<file path="src/rtl/ahb_fifo_latency_meter.sv">
// Stopwatch companion to the AHB FIFO delay counter: measures start-to-stop latency
// in cycles and keeps running min/max/count statistics with an optional timeout abort.
module ahb_fifo_latency_meter #(
  parameter int unsigned CNT_W   = 32,
  parameter int unsigned NUM_W   = 16,
  parameter int unsigned TIMEOUT = 0
) (
  input  logic             cpu_clk,
  input  logic             cpu_rst,
  input  logic             meas_start,
  input  logic             meas_stop,
  input  logic             meas_clr,
  output logic             lat_valid,
  output logic [CNT_W-1:0] lat_value,
  output logic [CNT_W-1:0] lat_min,
  output logic [CNT_W-1:0] lat_max,
  output logic [NUM_W-1:0] lat_num,
  output logic             lat_busy,
  output logic             lat_timeout,
  output logic             lat_ovf
);

  typedef enum logic {IDLE = 1'b0, RUN = 1'b1} state_t;

  // TIMEOUT is truncated to the counter width; keep it below 2**CNT_W.
  localparam logic [CNT_W-1:0] TO_VAL = CNT_W'(TIMEOUT);

  state_t           state;
  logic             start_ff;
  logic [CNT_W-1:0] cnt;

  logic             start_edge;
  logic             sample_done;
  logic             timeout_hit;
  logic [CNT_W-1:0] base_min;
  logic [CNT_W-1:0] base_max;
  logic [NUM_W-1:0] base_num;
  logic             base_ovf;

  // A clear coinciding with a completion folds the sample into the cleared statistics.
  always_comb begin
    start_edge  = meas_start && !start_ff;
    sample_done = (state == RUN) && !start_edge && meas_stop;
    timeout_hit = (TIMEOUT != 0) && (state == RUN) && !start_edge && !meas_stop
                  && (cnt == TO_VAL);
    base_min    = meas_clr ? '1   : lat_min;
    base_max    = meas_clr ? '0   : lat_max;
    base_num    = meas_clr ? '0   : lat_num;
    base_ovf    = meas_clr ? 1'b0 : lat_ovf;
  end

  always_ff @(posedge cpu_clk or posedge cpu_rst) begin
    if (cpu_rst) begin
      state       <= IDLE;
      start_ff    <= 1'b0;
      cnt         <= '0;
      lat_valid   <= 1'b0;
      lat_value   <= '0;
      lat_min     <= '1;
      lat_max     <= '0;
      lat_num     <= '0;
      lat_busy    <= 1'b0;
      lat_timeout <= 1'b0;
      lat_ovf     <= 1'b0;
    end else begin
      start_ff    <= meas_start;
      lat_valid   <= sample_done;
      lat_timeout <= timeout_hit;

      case (state)
        IDLE: begin
          if (start_edge) begin
            state    <= RUN;
            lat_busy <= 1'b1;
            cnt      <= CNT_W'(1);
          end
        end
        RUN: begin
          if (start_edge) begin
            cnt <= CNT_W'(1);
          end else if (meas_stop) begin
            state     <= IDLE;
            lat_busy  <= 1'b0;
            lat_value <= cnt;
          end else if (timeout_hit) begin
            state    <= IDLE;
            lat_busy <= 1'b0;
          end else if (cnt != '1) begin
            cnt <= cnt + CNT_W'(1);
          end
        end
        default: begin
          state    <= IDLE;
          lat_busy <= 1'b0;
        end
      endcase

      if (sample_done) begin
        lat_min <= (cnt < base_min) ? cnt : base_min;
        lat_max <= (cnt > base_max) ? cnt : base_max;
        lat_num <= (base_num == '1) ? base_num : base_num + NUM_W'(1);
        lat_ovf <= base_ovf | (cnt == '1);
      end else if (meas_clr) begin
        lat_min <= '1;
        lat_max <= '0;
        lat_num <= '0;
        lat_ovf <= 1'b0;
      end
    end
  end

endmodule

</file>
<file path="config.mk">
export PLATFORM = sky130hd
export DESIGN_NAME = ahb_fifo_latency_meter
export DESIGN_NICKNAME = d
export VERILOG_FILES = /design/src/rtl/ahb_fifo_latency_meter.sv
export SDC_FILE = /design/constraint.sdc
export NUM_CORES = 1
export LEC_CHECK = 0
export ABC_AREA = 0
export CAP_MARGIN = 20
export CORE_MARGIN = 2
export CORE_UTILIZATION = 35
export DETAILED_ROUTE_END_ITERATION = 12
export REMOVE_ABC_BUFFERS = 1
export SETUP_SLACK_MARGIN = 0.4
export SYNTH_ARGS = -nofsm -noshare
export SYNTH_HDL_FRONTEND = slang
export SYNTH_SLANG_ARGS = --single-unit
</file>
<file path="constraint.sdc">
create_clock -name cpu_clk -period 5.7 [get_ports cpu_clk]
set_input_delay 0.855 -clock cpu_clk [delete_from_list [all_inputs] [get_ports cpu_clk]]
set_output_delay 0.855 -clock cpu_clk [all_outputs]
set_load 0.02 [all_outputs]
</file>
==> reports/qor.csv, run 1 <==
stage,metric,value,unit
setup_path,cpMaxStageDelayCell,or4b_1,
placement,place_ws,1130,ps
floorplanning,initial_core_util,35.9,%
timing,min_period,4130,ps
floorplanning,dieArea,0.0237,sq mm
logic_synthesis,netlist_instances,809,
setup_path,cpPeakStageDelay,580,ps
cts,cts_tree,built,
global_routing,grt_pass1_vias,6296,
status,status,"complete, no violations",
global_routing,track_usage,18.7,%
detailed_routing,wl,21.2,mm
detailed_routing,drtPass1Iterations,5,
global_routing,grt_overflow,0,
power_and_ir_drop,finalPower,2.72,mW
timing,setup_viol,0,
timing,fin_hold_ws,481,ps
timing,fin_crit_sh,72.4,%
logic_synthesis,synth-seq-cells,149,
layout,finalNetCount,1000,
layout,final_cell_mix,"118 x clkdlybuf4s50_1, 117 x dfrtp_1, 114 x nand2_1",
detailed_routing,vias,6255,
cts,cts.path.max_buffers,2,
floorplanning,rows,54,
setup_path,ff2ff_path_depth,10,
cts,numCtsBuffers,17,
global_routing,antenna_found_initial,0,
timing,drv_slew,0,
layout,fill_cells,2086,
cts,cts_hold_buffers,0,
timing,rsz0062_at_grt,no,
logic_synthesis,synth_area,0.00788,sq mm
timing,worst_pin_slew,955,ps
timing,slew_headroom,36.0,%
logic_synthesis,synthMuxAreaShare,8.43,%
hold_path,hold_end,lat_value[26]$_DFFE_PP0P_,
detailed_routing,drcViolationCount,0,
setup_path,worstPathMaxFanout,29,
detailed_routing,viasPerCell,5.12,
detailed_routing,ant_nets,0,
cts,clock_latency,430,ps
cts,cts_resized,0,
logic_synthesis,synth.avg_cell_area,9.74,sq um
detailed_routing,drtIter0Drc,317,
timing,setup_slack,1570,ps
floorplanning,pin_count,121,
hold_path,min_path_cells,2,
cts,cts_setup_buffers,0,
layout,drive_above_1_share,8.93,%
power_and_ir_drop,p_per_area,273,mW/mm^2
setup_path,r2r_start,lat_min[1]$_DFF_PP1_,
hold_path,hp-class,flip-flop to flip-flop,
logic_synthesis,synth-simple-area-share,16.4,%
setup_path,arrival,4480,ps
power_and_ir_drop,power_leakage,4.48,nW
logic_synthesis,synth_warnings,0,
placement,dp_hpwl,15.1,mm
global_routing,grt_max_degree,69,
logic_synthesis,synth_xor_area_share,1.89,%
layout,ff_latch_area,0.00377,sq mm
power_and_ir_drop,ir_drop,0.151,mV
setup_path,critPathLaunchType,primary input,
setup_path,rr_endpoint,lat_min[0]$_DFF_PP1_,
timing,fmax,242,MHz
setup_path,crit_chain,"buf_2, buf_4, nor2_1, ha_1, nand4_1, nor2_1, o31ai_1, a311oi_1, or4b_1, a31oi_4, buf_4, mux2_2",
logic_synthesis,synth_top_family_by_area,simple AND/OR/NAND/NOR gates,
hold_path,worstHoldStart,lat_value[26]$_DFFE_PP0P_,
cts,numClockSinks,149,
floorplanning,coreArea,0.0220,sq mm
timing,finalHoldViolations,0,
layout,finalCoreUtilization,45.4,%
setup_path,worstSetupPathType,primary input to flip-flop,
setup_path,r2r_slack,2250,ps
timing,skew,17.3,ps
logic_synthesis,synth_adder_area_share,10.6,%
detailed_routing,wire_per_inst,17.4,um
layout,final_common_cell,clkdlybuf4s50_1,
flow_run,cap_viol_max_count,0,
setup_path,cp-startpoint,meas_clr,
setup_path,worst-path-buf-inv,3,
logic_synthesis,ys_seq_area_share,47.8,%
setup_path,end_kind,flip-flop,
cts,root_buffer,clkbuf_16,
floorplanning,dieWidth,154,um
logic_synthesis,synthDistinctLibCells,48,
floorplanning,die_h,154,um
cts,cts_max_level,4,
setup_path,cp.required,6060,ps
placement,place.gp.congestion,0.848,
cts,path_clk_slew,60,ps
layout,area_growth,26.6,%
global_routing,grt_pass1_wl,35.0,mm
layout,multi_input_area,0.00382,sq mm
setup_path,cp_top_family,buffers and inverters,
layout,antenna_cells,0,
placement,portBuffers,119,
logic_synthesis,synth_compound_area_share,10.9,%
-- per-layer routing --
metal | routed length (um) | track usage [%]
met4 | 279 | 4.81
met2 | 9630 | 28.8
met3 | 884 | 4.59
met5 | 0 | 0
met1 | 10400 | 26.4
-- registers in the layout (all words and copies together) (netlist names) --
register / flops
start_ff: 1
state: 1
lat_valid: 1
cnt: 32
lat_max: 32
lat_min: 32
lat_num: 16
lat_value: 32
lat_ovf: 1
lat_busy: 1
-- stage by stage --
| step | cells | area, sq um | TNS, ps |
|---|---|---|---|
| after floorplan | 778 | 7720 | -71.2 |
| after global placement | 1188 | 9360 | 0 |
| after detailed placement | 1188 | 9360 | 0 |
| after CTS | 1220 | 9960 | 0 |
| after global routing | 1221 | 9980 | 0 |
| final | 1221 | 9980 | 0 |
-- how the worst max path moves through the flow --
stage / end / slack, ps / depth (start not counted)
6_report: lat_min[0]$_DFF_PP1_ / 1570 / 12
5_1_grt: lat_min[0]$_DFF_PP1_ / 1380 / 12
4_1_cts: lat_min[0]$_DFF_PP1_ / 1570 / 12
3_5_place_dp: lat_min[0]$_DFF_PP1_ / 1130 / 12
3_3_place_gp: lat_min[0]$_DFF_PP1_ / 1240 / 12
2_1_floorplan: lat_max[0]$_DFF_PP0_ / -70 / 10
-- Yosys cell counts (all sizes together) --
cell	n	area share, %
a2111oi	1	0.11
a211oi	3	0.29
a21o	8	0.76
a21oi	34	2.2
a221oi	1	0.11
a22o	2	0.22
a311oi	1	0.11
a31oi	8	0.83
a32o	1	0.13
and2	1	0.079
and3	5	0.40
and4	2	0.22
buf	11	1.1
clkbuf	20	0.95
conb	1	0.048
dfrtp	117	37
dfstp	32	11
ha	67	11
inv	40	1.9
mux2	3	0.43
mux2i	63	8.0
nand2	115	5.5
nand2b	2	0.16
nand3	26	1.7
nand4	24	1.9
nand4b	1	0.11
nor2	81	3.9
nor2b	8	0.64
nor3	12	0.76
nor4	7	0.64
o21ai	82	5.2
o311ai	2	0.22
o31ai	3	0.35
o41ai	3	0.33
or2	2	0.16
or3	1	0.079
or4	1	0.095
or4b	1	0.13
xnor2	10	1.1
xor2	7	0.78
-- report_power, final --
part / switching [mW] / leakage, nW / internal (mW)
Clock: 0.446 / 0.287 / 0.711
Combinational: 0.239 / 2.24 / 0.158
Sequential: 0.0464 / 1.96 / 1.12
-- tightest hold or removal path, stage by stage (launching register included) --
cell and delay [ps]:
dfrtp_1 340, nand2_1 50, o21ai_0 60
-- cells by family (layout without fill, tap and decap cells) --
kind of cell	after synthesis	after routing
and+or+nand+nor	289	289
AOI/OAI and AO/OA	149	149
DFF	149	149
buffers and inverters	71	203
adders and majority gates	67	67
muxes	66	66
xor gates and xnor gates	17	17
other	1	1
-- area by class of cell --
class / instances / area share, %
clock inverter: 9 / 1.29
multi-input combinational: 589 / 38.3
clock buffer: 23 / 4.69
inverter: 40 / 1.55
timing repair buffer: 131 / 12.9
sequential: 149 / 37.8
tap: 280 / 3.51
Note: power is estimated with default switching activity, not from simulation.
==> run 2: changes to the inputs <==
==> constraint.sdc (replaced) <==
create_clock -name cpu_clk -period 4.2 [get_ports cpu_clk]
set_input_delay 0.63 -clock cpu_clk [delete_from_list [all_inputs] [get_ports cpu_clk]]
set_output_delay 0.63 -clock cpu_clk [all_outputs]
set_load 0.02 [all_outputs]
==> reports/qor.csv, run 2 (synthesized netlist as in run 1, its figures left out) <==
stage,metric,value,unit,change
status,status,"complete, no violations",,
cts,cts_setup_buffers,0,,unchanged
setup_path,cp.required,4550,ps,-1510 ps
setup_path,cp-startpoint,meas_clr,,
timing,slew_headroom,39.7,%,+3.6 points
layout,finalNetCount,1005,,+0.50%
layout,final_common_cell,clkdlybuf4s50_1,,
layout,drive_above_1_share,9.73,%,+0.80 points
cts,cts.path.max_buffers,2,,unchanged
layout,antenna_cells,0,,unchanged
placement,portBuffers,119,,unchanged
timing,drv_slew,0,,unchanged
global_routing,track_usage,18.4,%,-0.24 points
floorplanning,die_h,154,um,unchanged
placement,dp_hpwl,15.3,mm,+1.1%
flow_run,cap_viol_max_count,0,,unchanged
timing,finalHoldViolations,0,,unchanged
detailed_routing,viasPerCell,5.23,,+2.1%
cts,cts_tree,built,,
placement,place_ws,355,ps,-770 ps
floorplanning,coreArea,0.0220,sq mm,unchanged
detailed_routing,wl,21.5,mm,+1.1%
setup_path,end_kind,flip-flop,,
setup_path,r2r_start,lat_min[1]$_DFF_PP1_,,
timing,rsz0062_at_grt,no,,
cts,path_clk_slew,60,ps,about the same
floorplanning,rows,54,,unchanged
setup_path,arrival,3730,ps,-750 ps
detailed_routing,ant_nets,0,,unchanged
timing,worst_pin_slew,898,ps,-57.5 ps
setup_path,rr_endpoint,lat_min[28]$_DFF_PP1_,,
setup_path,r2r_slack,1020,ps,-1230 ps
power_and_ir_drop,power_leakage,4.53,nW,+0.98%
global_routing,grt_pass1_vias,6261,,-0.56%
setup_path,ff2ff_path_depth,10,,unchanged
layout,finalCoreUtilization,45.9,%,+0.46 points
setup_path,critPathLaunchType,primary input,,
floorplanning,initial_core_util,35.9,%,unchanged
timing,setup_slack,815,ps,-757 ps
detailed_routing,drcViolationCount,0,,unchanged
hold_path,hp-class,flip-flop to flip-flop,,
global_routing,antenna_found_initial,0,,unchanged
detailed_routing,vias,6413,,+2.5%
cts,root_buffer,clkbuf_16,,
cts,cts_hold_buffers,0,,unchanged
timing,fin_hold_ws,476,ps,-4.76 ps
cts,cts_max_level,4,,unchanged
floorplanning,dieArea,0.0237,sq mm,unchanged
setup_path,worstSetupPathType,primary input to flip-flop,,
setup_path,endpoint,lat_max[26]$_DFF_PP0_,,
detailed_routing,wire_per_inst,17.5,um,+0.73%
power_and_ir_drop,ir_drop,0.264,mV,+74%
cts,numCtsBuffers,17,,unchanged
cts,clock_latency,430,ps,about the same
global_routing,grt_max_degree,78,,+13%
layout,fill_cells,2082,,-0.19%
timing,setup_viol,0,,unchanged
global_routing,grt_pass1_wl,34.5,mm,-1.4%
setup_path,worstPathMaxFanout,13,,-55%
timing,fmax,295,MHz,
timing,skew,6.84,ps,-10.5 ps
detailed_routing,drtPass1Iterations,6,,+1
power_and_ir_drop,finalPower,3.73,mW,+37%
placement,place.gp.congestion,0.819,,-3.4%
layout,final_cell_mix,"118 x clkdlybuf4s50_1, 117 x dfrtp_1, 114 x nand2_1",,
timing,min_period,3380,ps,
timing,fin_crit_sh,80.6,%,
cts,numClockSinks,149,,unchanged
cts,cts_resized,0,,unchanged
floorplanning,pin_count,121,,unchanged
global_routing,grt_overflow,0,,unchanged
floorplanning,dieWidth,154,um,unchanged
layout,area_growth,27.9,%,
power_and_ir_drop,p_per_area,370,mW/mm^2,+35%
detailed_routing,drtIter0Drc,323,,+1.9%
-- run 2: cell types whose count changed in the layout (fill, tap and decap cells not counted) --
cell	delta
clkinvlp_4	+2
clkbuf_1	-3
buf_12	+4
inv_6	+1
buf_4	+1
-- run 2: how the worst min path moves through the flow --
stage,endpoint,start,depth (start not counted)
floorplan,cnt[31]$_DFFE_PP0P_,cnt[31]$_DFFE_PP0P_,1
CTS,lat_value[29]$_DFFE_PP0P_,lat_value[29]$_DFFE_PP0P_,2
global route,lat_value[10]$_DFFE_PP0P_,lat_value[10]$_DFFE_PP0P_,2
detailed placement,lat_value[10]$_DFFE_PP0P_,lat_value[10]$_DFFE_PP0P_,2
global placement,lat_value[29]$_DFFE_PP0P_,lat_value[29]$_DFFE_PP0P_,2
finish,lat_value[29]$_DFFE_PP0P_,lat_value[29]$_DFFE_PP0P_,2
-- run 2: critical path, cell delays in order --
cell     delay, ps
buf_2          200
inv_1          350
buf_4          250
nand2_1         90
ha_1           310
nand4_1        170
nor4_1         400
buf_4          190
nand3_1         70
nand2_1         90
a21oi_1         60
a31oi_4        330
buf_4          330
mux2i_1        230
-- run 2: power breakdown --
| part | internal (mW) | switching [mW] | total, mW |
|---|---|---|---|
| clock | 0.965 | 0.629 | 1.59 |
| sequential | 1.53 | 0.0605 | 1.59 |
| combinational | 0.225 | 0.323 | 0.547 |
-- run 2: metrics by stage --
stage                     cells  TNS, ps  cell area, sq um
after CTS                  1225        0             10100
after global placement     1193        0              9450
after floorplan             778   -83360              7720
after global routing       1226        0             10100
final                      1226        0             10100
after detailed placement   1193        0              9450
-- run 2: metal layers --
| layer | routed length, um | vias to the layer above | global-route usage (%) |
|---|---|---|---|
| li1 | - | 3101 | - |
| met1 | 10300 | 3116 | 25.6 |
| met2 | 9990 | 178 | 29.6 |
| met3 | 941 | 18 | 3.24 |
| met4 | 251 | 0 | 5.30 |
| met5 | 0 | - | 0 |
-- run 2: cell type report --
| class | count | area, sq um | area share (%) |
|---|---|---|---|
| clock buffer | 20 | 457 | 4.53 |
| clock inverter | 12 | 153 | 1.51 |
| inverter | 40 | 155 | 1.54 |
| multi-input combinational | 589 | 3820 | 37.9 |
| sequential | 149 | 3770 | 37.4 |
| tap | 280 | 350 | 3.48 |
| timing repair buffer | 136 | 1380 | 13.7 |
